**config.mk**
```make
export PLATFORM = sky130hd
export DESIGN_NAME = el2_dccm_mbist_ctrl_flat
export DESIGN_NICKNAME = d
export VERILOG_FILES = /design/src/rtl/el2_dccm_mbist_ctrl_if.sv /design/src/rtl/el2_dccm_mbist_ctrl.sv /design/src/flat_wrapper.sv
export SDC_FILE = /design/constraint.sdc
export NUM_CORES = 1
export LEC_CHECK = 0
export CAP_MARGIN = 0
export CELL_PAD_IN_SITES_DETAIL_PLACEMENT = 1
export CELL_PAD_IN_SITES_GLOBAL_PLACEMENT = 1
export CORE_AREA = 4 4 196 198
export DETAILED_ROUTE_END_ITERATION = 6
export DIE_AREA = 0 0 200 202
export GPL_TIMING_DRIVEN = 0
export PLACE_DENSITY = 0.74
export SLEW_MARGIN = 5
export SYNTH_ARGS = -nofsm -noshare
export SYNTH_HDL_FRONTEND = slang
export SYNTH_SLANG_ARGS = --single-unit
```
**constraint.sdc**
```tcl
create_clock -name clk -period 3.18 [get_ports clk]
set_input_delay 0.318 -clock clk [delete_from_list [all_inputs] [get_ports clk]]
set_output_delay 0.318 -clock clk [all_outputs]
set_load 0.01 [all_outputs]
```
**src/rtl/el2_dccm_mbist_ctrl_if.sv**
```systemverilog
// DCCM port bundle: write/read strobes, lo/hi addresses and data.
// master drives the request and receives read data; slave is the opposite.
interface el2_dccm_mbist_ctrl_if #(
  parameter int DCCM_BITS   = 16,
  parameter int FDATA_WIDTH = 39
);
  logic                   wren;
  logic                   rden;
  logic [DCCM_BITS-1:0]   wr_addr_lo;
  logic [DCCM_BITS-1:0]   wr_addr_hi;
  logic [DCCM_BITS-1:0]   rd_addr_lo;
  logic [DCCM_BITS-1:0]   rd_addr_hi;
  logic [FDATA_WIDTH-1:0] wr_data_lo;
  logic [FDATA_WIDTH-1:0] wr_data_hi;
  logic [FDATA_WIDTH-1:0] rd_data_lo;
  logic [FDATA_WIDTH-1:0] rd_data_hi;

  modport master (
    output wren, rden, wr_addr_lo, wr_addr_hi, rd_addr_lo, rd_addr_hi,
           wr_data_lo, wr_data_hi,
    input  rd_data_lo, rd_data_hi
  );

  modport slave (
    input  wren, rden, wr_addr_lo, wr_addr_hi, rd_addr_lo, rd_addr_hi,
           wr_data_lo, wr_data_hi,
    output rd_data_lo, rd_data_hi
  );
endinterface

```
**src/rtl/el2_dccm_mbist_ctrl.sv**
```systemverilog
// DCCM MBIST controller. Passes the LSU port straight through when idle;
// on start owns the port and runs W0(P) / R0 / W1(~P) descending / R1
// descending / CLR(0), or CLR alone for init_only. First mismatch is latched
// and ends the run early, leaving the array contents as they were.
module el2_dccm_mbist_ctrl #(
  parameter int                     DCCM_BITS   = 16,
  parameter int                     FDATA_WIDTH = 39,
  parameter int                     DEPTH       = 1 << (DCCM_BITS-2),
  parameter int                     RD_LATENCY  = 1,
  parameter logic [FDATA_WIDTH-1:0] PATTERN     = 39'h55_5555_5555
) (
  input  logic                   clk,
  input  logic                   rst,
  input  logic                   start,
  input  logic                   init_only,
  output logic                   busy,
  output logic                   done,
  output logic                   fail,
  output logic [DCCM_BITS-1:0]   fail_addr,
  output logic [FDATA_WIDTH-1:0] fail_data,
  el2_dccm_mbist_ctrl_if.slave   fn,
  el2_dccm_mbist_ctrl_if.master  dccm
);

  localparam int L    = RD_LATENCY;
  localparam int IW   = (DEPTH > 1) ? $clog2(DEPTH) : 1;
  localparam int DW   = (L > 1) ? $clog2(L) : 1;
  localparam logic [IW-1:0] LAST = IW'(DEPTH-1);
  localparam logic [DW-1:0] DLST = DW'(L-1);

  typedef enum logic [3:0] {
    S_IDLE, S_W0, S_R0, S_R0D, S_W1, S_R1, S_R1D, S_CLR, S_DONE
  } state_t;

  state_t                 state, state_nxt;
  logic [IW-1:0]          idx, idx_nxt;
  logic [DW-1:0]          dcnt, dcnt_nxt;
  logic                   own;
  logic                   wr, rd;
  logic [FDATA_WIDTH-1:0] wdata, rd_exp;
  logic [DCCM_BITS-1:0]   addr;
  logic                   mismatch;

  // Read tracking: valid / index / expected data, L stages deep.
  logic [L:1]             vld_pipe;
  logic [IW-1:0]          idx_pipe [1:L];
  logic [FDATA_WIDTH-1:0] exp_pipe [1:L];

  assign own  = (state != S_IDLE) && (state != S_DONE);
  assign busy = own;
  assign done = (state == S_DONE);
  assign addr = DCCM_BITS'({idx, 2'b00});

  // Return-cycle compare of both paths; only meaningful while in a read phase or its drain.
  assign mismatch = vld_pipe[L] &&
                    ((state == S_R0) || (state == S_R0D) || (state == S_R1) || (state == S_R1D)) &&
                    ((dccm.rd_data_lo != exp_pipe[L]) || (dccm.rd_data_hi != exp_pipe[L]));

  // Phase sequencing and per-cycle operation select.
  always_comb begin
    state_nxt = state;
    idx_nxt   = idx;
    dcnt_nxt  = dcnt;
    wr        = 1'b0;
    rd        = 1'b0;
    wdata     = '0;
    rd_exp    = PATTERN;
    case (state)
      S_IDLE, S_DONE: begin
        if (start) begin
          state_nxt = init_only ? S_CLR : S_W0;
          idx_nxt   = '0;
        end
      end
      S_W0: begin
        wr    = 1'b1;
        wdata = PATTERN;
        if (idx == LAST) begin
          state_nxt = S_R0;
          idx_nxt   = '0;
        end else idx_nxt = idx + IW'(1);
      end
      S_R0: begin
        rd = 1'b1;
        if (idx == LAST) begin
          state_nxt = S_R0D;
          dcnt_nxt  = '0;
        end else idx_nxt = idx + IW'(1);
      end
      S_R0D: begin
        if (dcnt == DLST) begin
          state_nxt = S_W1;
          idx_nxt   = LAST;
        end else dcnt_nxt = dcnt + DW'(1);
      end
      S_W1: begin
        wr    = 1'b1;
        wdata = ~PATTERN;
        if (idx == '0) begin
          state_nxt = S_R1;
          idx_nxt   = LAST;
        end else idx_nxt = idx - IW'(1);
      end
      S_R1: begin
        rd     = 1'b1;
        rd_exp = ~PATTERN;
        if (idx == '0) begin
          state_nxt = S_R1D;
          dcnt_nxt  = '0;
        end else idx_nxt = idx - IW'(1);
      end
      S_R1D: begin
        rd_exp = ~PATTERN;
        if (dcnt == DLST) begin
          state_nxt = S_CLR;
          idx_nxt   = '0;
        end else dcnt_nxt = dcnt + DW'(1);
      end
      S_CLR: begin
        wr = 1'b1;
        if (idx == LAST) state_nxt = S_DONE;
        else             idx_nxt   = idx + IW'(1);
      end
      default: state_nxt = S_IDLE;
    endcase
    if (mismatch) state_nxt = S_DONE;
  end

  // State, index and drain counter registers.
  always_ff @(posedge clk) begin
    if (rst) begin
      state <= S_IDLE;
      idx   <= '0;
      dcnt  <= '0;
    end else begin
      state <= state_nxt;
      idx   <= idx_nxt;
      dcnt  <= dcnt_nxt;
    end
  end

  // Read tracking pipe; a mismatch discards everything still in flight.
  always_ff @(posedge clk) begin
    if (rst || mismatch) vld_pipe <= '0;
    else begin
      vld_pipe[1] <= rd;
      for (int k = 2; k <= L; k++) vld_pipe[k] <= vld_pipe[k-1];
    end
    idx_pipe[1] <= idx;
    exp_pipe[1] <= rd_exp;
    for (int k = 2; k <= L; k++) begin
      idx_pipe[k] <= idx_pipe[k-1];
      exp_pipe[k] <= exp_pipe[k-1];
    end
  end

  // Result registers: cleared on an accepted start, first mismatch wins.
  always_ff @(posedge clk) begin
    if (rst || (!own && start)) begin
      fail      <= 1'b0;
      fail_addr <= '0;
      fail_data <= '0;
    end else if (mismatch && !fail) begin
      fail      <= 1'b1;
      fail_addr <= DCCM_BITS'({idx_pipe[L], 2'b00});
      fail_data <= dccm.rd_data_lo;
    end
  end

  // Port mux: LSU passthrough when idle/done, controller otherwise (hi mirrors lo).
  always_comb begin
    dccm.wren       = fn.wren;
    dccm.rden       = fn.rden;
    dccm.wr_addr_lo = fn.wr_addr_lo;
    dccm.wr_addr_hi = fn.wr_addr_hi;
    dccm.rd_addr_lo = fn.rd_addr_lo;
    dccm.rd_addr_hi = fn.rd_addr_hi;
    dccm.wr_data_lo = fn.wr_data_lo;
    dccm.wr_data_hi = fn.wr_data_hi;
    if (own) begin
      dccm.wren       = wr;
      dccm.rden       = rd;
      dccm.wr_addr_lo = addr;
      dccm.wr_addr_hi = addr;
      dccm.rd_addr_lo = addr;
      dccm.rd_addr_hi = addr;
      dccm.wr_data_lo = wdata;
      dccm.wr_data_hi = wdata;
    end
  end

  // Read data always returns straight to the LSU.
  assign fn.rd_data_lo = dccm.rd_data_lo;
  assign fn.rd_data_hi = dccm.rd_data_hi;

endmodule
```
**src/flat_wrapper.sv**
```systemverilog
// flat-port wrapper written by rule: the top's interface ports become plain ports
module el2_dccm_mbist_ctrl_flat 
#(
  parameter int                     DCCM_BITS   = 16,
  parameter int                     FDATA_WIDTH = 39,
  parameter int                     DEPTH       = 1 << (DCCM_BITS-2),
  parameter int                     RD_LATENCY  = 1,
  parameter logic [FDATA_WIDTH-1:0] PATTERN     = 39'h55_5555_5555
)
  (clk, rst, start, init_only, busy, done, fail, fail_addr, fail_data, fn_wren, fn_rden, fn_wr_addr_lo, fn_wr_addr_hi, fn_rd_addr_lo, fn_rd_addr_hi, fn_wr_data_lo, fn_wr_data_hi, fn_rd_data_lo, fn_rd_data_hi, dccm_wren, dccm_rden, dccm_wr_addr_lo, dccm_wr_addr_hi, dccm_rd_addr_lo, dccm_rd_addr_hi, dccm_wr_data_lo, dccm_wr_data_hi, dccm_rd_data_lo, dccm_rd_data_hi);
  el2_dccm_mbist_ctrl_if #(.DCCM_BITS(DCCM_BITS), .FDATA_WIDTH(FDATA_WIDTH)) fn_i ();
  el2_dccm_mbist_ctrl_if #(.DCCM_BITS(DCCM_BITS), .FDATA_WIDTH(FDATA_WIDTH)) dccm_i ();
  input  logic clk;
  input  logic rst;
  input  logic start;
  input  logic init_only;
  output logic busy;
  output logic done;
  output logic fail;
  output logic [DCCM_BITS-1:0] fail_addr;
  output logic [FDATA_WIDTH-1:0] fail_data;
  input wire logic [$bits(fn_i.wren)-1:0] fn_wren;
  input wire logic [$bits(fn_i.rden)-1:0] fn_rden;
  input wire logic [$bits(fn_i.wr_addr_lo)-1:0] fn_wr_addr_lo;
  input wire logic [$bits(fn_i.wr_addr_hi)-1:0] fn_wr_addr_hi;
  input wire logic [$bits(fn_i.rd_addr_lo)-1:0] fn_rd_addr_lo;
  input wire logic [$bits(fn_i.rd_addr_hi)-1:0] fn_rd_addr_hi;
  input wire logic [$bits(fn_i.wr_data_lo)-1:0] fn_wr_data_lo;
  input wire logic [$bits(fn_i.wr_data_hi)-1:0] fn_wr_data_hi;
  output wire logic [$bits(fn_i.rd_data_lo)-1:0] fn_rd_data_lo;
  output wire logic [$bits(fn_i.rd_data_hi)-1:0] fn_rd_data_hi;
  output wire logic [$bits(dccm_i.wren)-1:0] dccm_wren;
  output wire logic [$bits(dccm_i.rden)-1:0] dccm_rden;
  output wire logic [$bits(dccm_i.wr_addr_lo)-1:0] dccm_wr_addr_lo;
  output wire logic [$bits(dccm_i.wr_addr_hi)-1:0] dccm_wr_addr_hi;
  output wire logic [$bits(dccm_i.rd_addr_lo)-1:0] dccm_rd_addr_lo;
  output wire logic [$bits(dccm_i.rd_addr_hi)-1:0] dccm_rd_addr_hi;
  output wire logic [$bits(dccm_i.wr_data_lo)-1:0] dccm_wr_data_lo;
  output wire logic [$bits(dccm_i.wr_data_hi)-1:0] dccm_wr_data_hi;
  input wire logic [$bits(dccm_i.rd_data_lo)-1:0] dccm_rd_data_lo;
  input wire logic [$bits(dccm_i.rd_data_hi)-1:0] dccm_rd_data_hi;
  assign fn_i.wren = fn_wren;
  assign fn_i.rden = fn_rden;
  assign fn_i.wr_addr_lo = fn_wr_addr_lo;
  assign fn_i.wr_addr_hi = fn_wr_addr_hi;
  assign fn_i.rd_addr_lo = fn_rd_addr_lo;
  assign fn_i.rd_addr_hi = fn_rd_addr_hi;
  assign fn_i.wr_data_lo = fn_wr_data_lo;
  assign fn_i.wr_data_hi = fn_wr_data_hi;
  assign fn_rd_data_lo = fn_i.rd_data_lo;
  assign fn_rd_data_hi = fn_i.rd_data_hi;
  assign dccm_wren = dccm_i.wren;
  assign dccm_rden = dccm_i.rden;
  assign dccm_wr_addr_lo = dccm_i.wr_addr_lo;
  assign dccm_wr_addr_hi = dccm_i.wr_addr_hi;
  assign dccm_rd_addr_lo = dccm_i.rd_addr_lo;
  assign dccm_rd_addr_hi = dccm_i.rd_addr_hi;
  assign dccm_wr_data_lo = dccm_i.wr_data_lo;
  assign dccm_wr_data_hi = dccm_i.wr_data_hi;
  assign dccm_i.rd_data_lo = dccm_rd_data_lo;
  assign dccm_i.rd_data_hi = dccm_rd_data_hi;
  el2_dccm_mbist_ctrl #(.DCCM_BITS(DCCM_BITS), .FDATA_WIDTH(FDATA_WIDTH), .DEPTH(DEPTH), .RD_LATENCY(RD_LATENCY), .PATTERN(PATTERN)) u_core (.clk(clk), .rst(rst), .start(start), .init_only(init_only), .busy(busy), .done(done), .fail(fail), .fail_addr(fail_addr), .fail_data(fail_data), .fn(fn_i), .dccm(dccm_i));
endmodule
```
# After elaboration in Yosys (flattened, before gate mapping)
# Memories as Yosys holds them, arrays and structs flattened. A register that Yosys moved wholly into a read port is not among the register bits.
# Index checks and enable logic that the tools add are counted.
# word_totals
out_inout_bits	280
mem_count	2
in_bits	226
register_bits	60
ramBits	53
word_cells	106
# classes
n_addsub	3
n_eq_ne	30
n_reduce_logical	29
n_mux	35
# mem_list
name	depth	width	read_ports	rd_clocked_by_memory_dff	wr	line	text
u_core.exp_pipe	1	39	1	0	1	el2_dccm_mbist_ctrl.sv:47	logic [FDATA_WIDTH-1:0] exp_pipe [1:L];
u_core.idx_pipe	1	14	1	1	1	el2_dccm_mbist_ctrl.sv:46	logic [IW-1:0] idx_pipe [1:L];
# ops
cell	count
two-way mux 39 bit	3
two-way mux 14 bit	7
one-hot mux 14 bit (7 select lines)	1
!= test 39 bit	2
one-hot mux 39 bit (2 select lines)	1
two-way mux 16 bit	4
two-way mux 4 bit	9
one-hot mux 4 bit (8 select lines)	1
== test 4 x 3 -> 1 bit (second input constant)	4
AND reduction 8 bit	2
adder 14 x 1 -> 14 bit (second input constant)	1
== test 14 bit (second input constant)	1
zero test 14 bit	1
!= test 2 bit (second input constant)	7
subtractor 14 x 1 -> 14 bit (second input constant)	1
OR reduction 2 bit	6
!= test 3 x 1 -> 1 bit (second input constant)	3
!= test 3 x 2 -> 1 bit (second input constant)	3
== test 4 x 2 -> 1 bit (second input constant)	2
two-way mux 1 bit	7
nonzero test 7 bit	1
logical OR 1 bit	6
!= test 2 x 1 -> 1 bit (second input constant)	3
!= test 3 bit (second input constant)	2
other kinds (14)	19

# Depth between registers and ports, before layout
# depth
word_depth	8
ltp_mapped	9
depth_no_buf	8

# Least setup slack after synthesis
# No wires, ideal clock.
# synth_timing
kind	register to register
startpoint	reg u_core.idx[1]
endpoint	reg u_core.idx[2]
setup_slack_ps	727
t_arrival_ps	2331
synth_period_minus_slack_ps	2453
path_stages_with_launch	9
required_ps	3059
setup_time_ps	121
path_buffers	1
path_cell_list	dfxtp_1 ha_1 nand3_1 or4_4 a221o_1 buf_2 a221o_1 a21oi_1 o21ai_1
# synth_via
elab_chain_cells	3
word_cells_on_any_way	12
cone_classes	add/sub (2); eq/ne (3); mux (5); reduce/logical (2)
# synth_rtl
item	line	text
from (decl)	el2_dccm_mbist_ctrl.sv:36	logic [IW-1:0] idx, idx_nxt;
from (signal assigned)	el2_dccm_mbist_ctrl.sv:137	idx <= idx_nxt;
adder 14 x 1 -> 14 bit (tied with other cells)	el2_dccm_mbist_ctrl.sv:81, el2_dccm_mbist_ctrl.sv:88, el2_dccm_mbist_ctrl.sv:122	
two-way mux 14 bit (tied with other cells)	el2_dccm_mbist_ctrl.sv:85, el2_dccm_mbist_ctrl.sv:121	
one-hot mux 14 bit (7 select lines) or AND reduction 6 bit (tied branches)	n/a	
# Parallel ways exist; a longest one is shown, timed or not. The select of a mux whose other input is x is not followed.
# A chain may end at the register's enable or synchronous reset.

# Final worst setup path
# layout_timing
startpoint	reg u_core.state[0]
endpoint	out dccm_wr_data_hi[38]
# layout_via
elab_chain_cells	3
word_cells_on_any_way	7
cone_classes	eq/ne (3); mux (2); reduce/logical (2)
# layout_rtl
item	line	text
from (decl)	el2_dccm_mbist_ctrl.sv:35	state_t state, state_nxt;
from (signal assigned)	el2_dccm_mbist_ctrl.sv:136	state <= state_nxt;
== test 4 x 3 -> 1 bit (tied with other cells)	el2_dccm_mbist_ctrl.sv:68	case (state)
one-hot mux 39 bit (2 select lines) or logical AND 1 bit (tied branches)	el2_dccm_mbist_ctrl.sv:68, el2_dccm_mbist_ctrl.sv:49	
two-way mux 39 bit *	el2_dccm_mbist_ctrl.sv:180	if (own) begin
to (decl)	flat_wrapper.sv:39	output wire logic [$bits(dccm_i.wr_data_hi)-1:0] dccm_wr_data_hi;
# Every way passes the cells marked *; elsewhere a longest branch is shown, timed or not.

==> summary.md <==
| Metric | Value |
|---|---|
| Worst Path Max Fanout | 10 |
| Worst-Margin Slew | 812 ps |
| Status | completed |
| Adder-cell share of the synthesized area | 0.00418 |
| Setup-failing EPs final | 0 |
| Cell taking the most area after synthesis | dfxtp_1 |
| Yosys warns | 0 |
| Synth Area in Compound Gates | 0.287 |
| RSZ-0062 raised after global routing | true |
| Mux share of post-synthesis cell area | 0.0200 |
| Layout Nets | 1528 |
| Grt total ovfl | 0 |
| Final Hold Viols | 0 |
| CTS tree | yes |
| Critical path type | reg -> out |
| DP HPWL | 33400 um |
| Area taken by multi-input logic gates | 3380 um2 |
| Gr usage total | 0.186 |
| Yosys top cell area share | 0.297 |
| Most common cell after layout, fill and taps aside | clkdlybuf4s50_1 |
| WP data arrival | 2700 ps |
| Worst setup skew after layout | 14.6 ps |
| Starting Density | 0.164 |
| Synth cell types | 57 |
| Clock root cell | clkbuf_16 |
| Average cell area after synthesis | 7.64 um2 |
| Crit start category | flop |
| Port Buf Inserts | 502 |
| VDD IR max | 317 uV |
| Sequential Area | 1780 um2 |
| Hold_ws | 347 ps |
| DIE AREA | 40400 um2 |
| CP endpoint kind | output pin |
| Pleak | 5.29 nW |
| Pwr Density | 732 nW/um2 |
| Max Transition Viols Final | 0 |
| Post-synthesis simple-gate area fraction | 0.231 |
| Post-Synth XOR/XNOR Area | 0.00731 |
| Slew HR | 0.457 |
| Clk Latency, worst-skew pair | 360 ps |
| Synth top area cells | dfxtp_1, buf_4, a21o_1 |
| Drt wl/cell | 22.4 um |
| DRT Pass-1 Iters | 4 |
| Clock tree buffer depth | 2 |
| Clock sink total | 89 |
| Routed vias | 7984 |
| Post-route antenna net violation count | 0 |
| Die Wd | 200 um |
| Pin count of the biggest net entering global routing | 20 |
| I/O Pins | 506 |
| GPL Wtd Cong | 0.914 |
| DRC | 0 |
| Largest family of logic cells by synthesized area | compound AO/OA/AOI/OAI gates |
| H-Tree Depth | 3 |
| Place WS | -529 ps |
| Cells after synthesis | 784 |
| 1st-iter DRT viols | 296 |
| Fraction of layout cells with a size suffix above 1 | 0.113 |
| Synth Flop Type | dfxtp_1 |
| Final setup margin | 158 ps |
| Clock-pin slew on the worst setup and hold paths | 80 ps |
| Period utilization | 0.950 |
| Max Clk Rate | 331 MHz |
| Total CTS buffers | 9 |
| First-pass GRT wire length | 56700 um |
| Core Box Area | 36500 um2 |
| Most frequent cells in the layout | clkdlybuf4s50_1, nand2_1, buf_4 |
| Final min period | 3020 ps |
| Post-synth ARST share | 0 |
| Hold Crit Class | reg -> reg |
| Std-Cell Rows | 70 |
| Vias per cell | 4.50 |
| Synth Register Bits | 89 |
| Sequential area share after synthesis | 0.297 |
| Filler Cell Count | 4366 |
| Required @ worst endpoint | 2860 ps |
| Overall routed net length | 39800 um |
| # Max-Cap Violations | 0 |
| Die Ht | 202 um |
| Cell area after synthesis | 5990 um2 |
| Number of enable flip-flop cells after synthesis | 0 |
| Vias in the first global route | 8609 |
| Initial antenna violation count | 2 |
| Layout area overhead | 101% |
## worst paths after layout
| path | from | to | slack (ps) | cells past startpoint |
|---|---|---|---|---|
| worst max-delay path | u_core.state[0] | dccm_wr_data_hi[38] | 160 | 6 |
| worst min-delay path | u_core.idx[4] | u_core.idx_pipe[1][4] | 350 | 0 |
| worst max register to register | u_core.idx[0] | u_core.idx[10] | 180 | 8 |
| worst min register to register | u_core.idx[4] | u_core.idx_pipe[1][4] | 350 | 0 |
## cells in the mapped netlist (3+ instances only)
| cell | instances |
|---|---|
| nand2_1 | 150 |
| dfxtp_1 | 89 |
| buf_4 | 85 |
| a21o_1 | 81 |
| a22o_1 | 54 |
| clkbuf_1 | 33 |
| nor2_1 | 24 |
| nor3_1 | 24 |
| a21oi_1 | 23 |
| nand4_1 | 23 |
| nand3_1 | 16 |
| o21ai_0 | 15 |
| buf_2 | 14 |
| inv_1 | 14 |
| nor4_1 | 13 |
| or4_1 | 13 |
| mux2i_1 | 12 |
| and2_1 | 10 |
| a31oi_1 | 9 |
| a211oi_1 | 8 |
| nand2b_1 | 8 |
| buf_1 | 7 |
| o21a_1 | 5 |
| o22ai_1 | 4 |
| o31ai_1 | 4 |
| xnor2_1 | 4 |
| a211o_1 | 3 |
## per-stage QoR
stage | std cells | setup TNS (ps) | utilization | power [mW] | instance area [um2]
CTS | 1773 | 0 | 0.328 | 8.93 | 12000
detailed placement | 1755 | -42070 | 0.318 | 7.69 | 11600
global placement | 1755 | -55600 | 0.318 | 7.69 | 11600
finish | 1775 | 0 | 0.330 | 8.84 | 12100
floorplan | 785 | 0 | - | 4.26 | 6000
global route | 1775 | -182 | 0.330 | 9.50 | 12100
## per-layer routing
layer  global-route usage  wire length, um
met5                    0                0
met4               0.0512              758
met3               0.0865             4760
met2                0.330            19900
met1                0.197            14400
## state kept, by name (all words and copies together), names as in the netlist
register / flops
u_core.fail_addr: 14
u_core.exp_pipe: 2
u_core.vld_pipe: 1
u_core.idx_pipe: 14
u_core.idx: 14
u_core.state: 4
u_core.fail: 1
u_core.fail_data: 39
## logic make-up (layout without fill, tap and decap cells)
| group | Yosys count | in the layout |
|---|---|---|
| other cells | 1 | 4 |
| xor+xnor | 5 | 5 |
| flops | 89 | 89 |
| fa+ha+maj | 2 | 2 |
| buf+inv | 154 | 674 |
| mux | 12 | 12 |
| simple gates | 293 | 293 |
| compound gates | 228 | 228 |
## final cells by class
| type | count | share of cell area |
|---|---|---|
| clock buffers | 9 | 0.0187 |
| clock inverters | 7 | 0.00674 |
| well taps | 468 | 0.0485 |
| multi-input cells | 542 | 0.280 |
| flip-flops and latches | 89 | 0.148 |
| repair buffers | 504 | 0.419 |
| plain buffers | 139 | 0.0740 |
| diodes | 2 | 0.000415 |
| inverters | 15 | 0.00467 |
## power breakdown
part	switching, mW	internal (mW)	leakage [nW]
logic	3.34	3.03	4.43
registers	0.128	1.25	0.719
clock network	0.534	0.562	0.150
## worst max-delay path: stages (launching register included)
cell	delay, ps
dfxtp_1	310
buf_2	230
nand2b_1	240
nor3_4	380
clkbuf_1	410
a21o_1	200
clkdlybuf4s50_1	580
## what timing repair did
item,4_1_cts,5_1_grt
setup endpoints to repair,196,89
hold buffers,0,0
buffers inserted,2,0
pin swaps,1,0
resized for setup,24,24
Note: power is estimated with default switching activity, not from simulation.
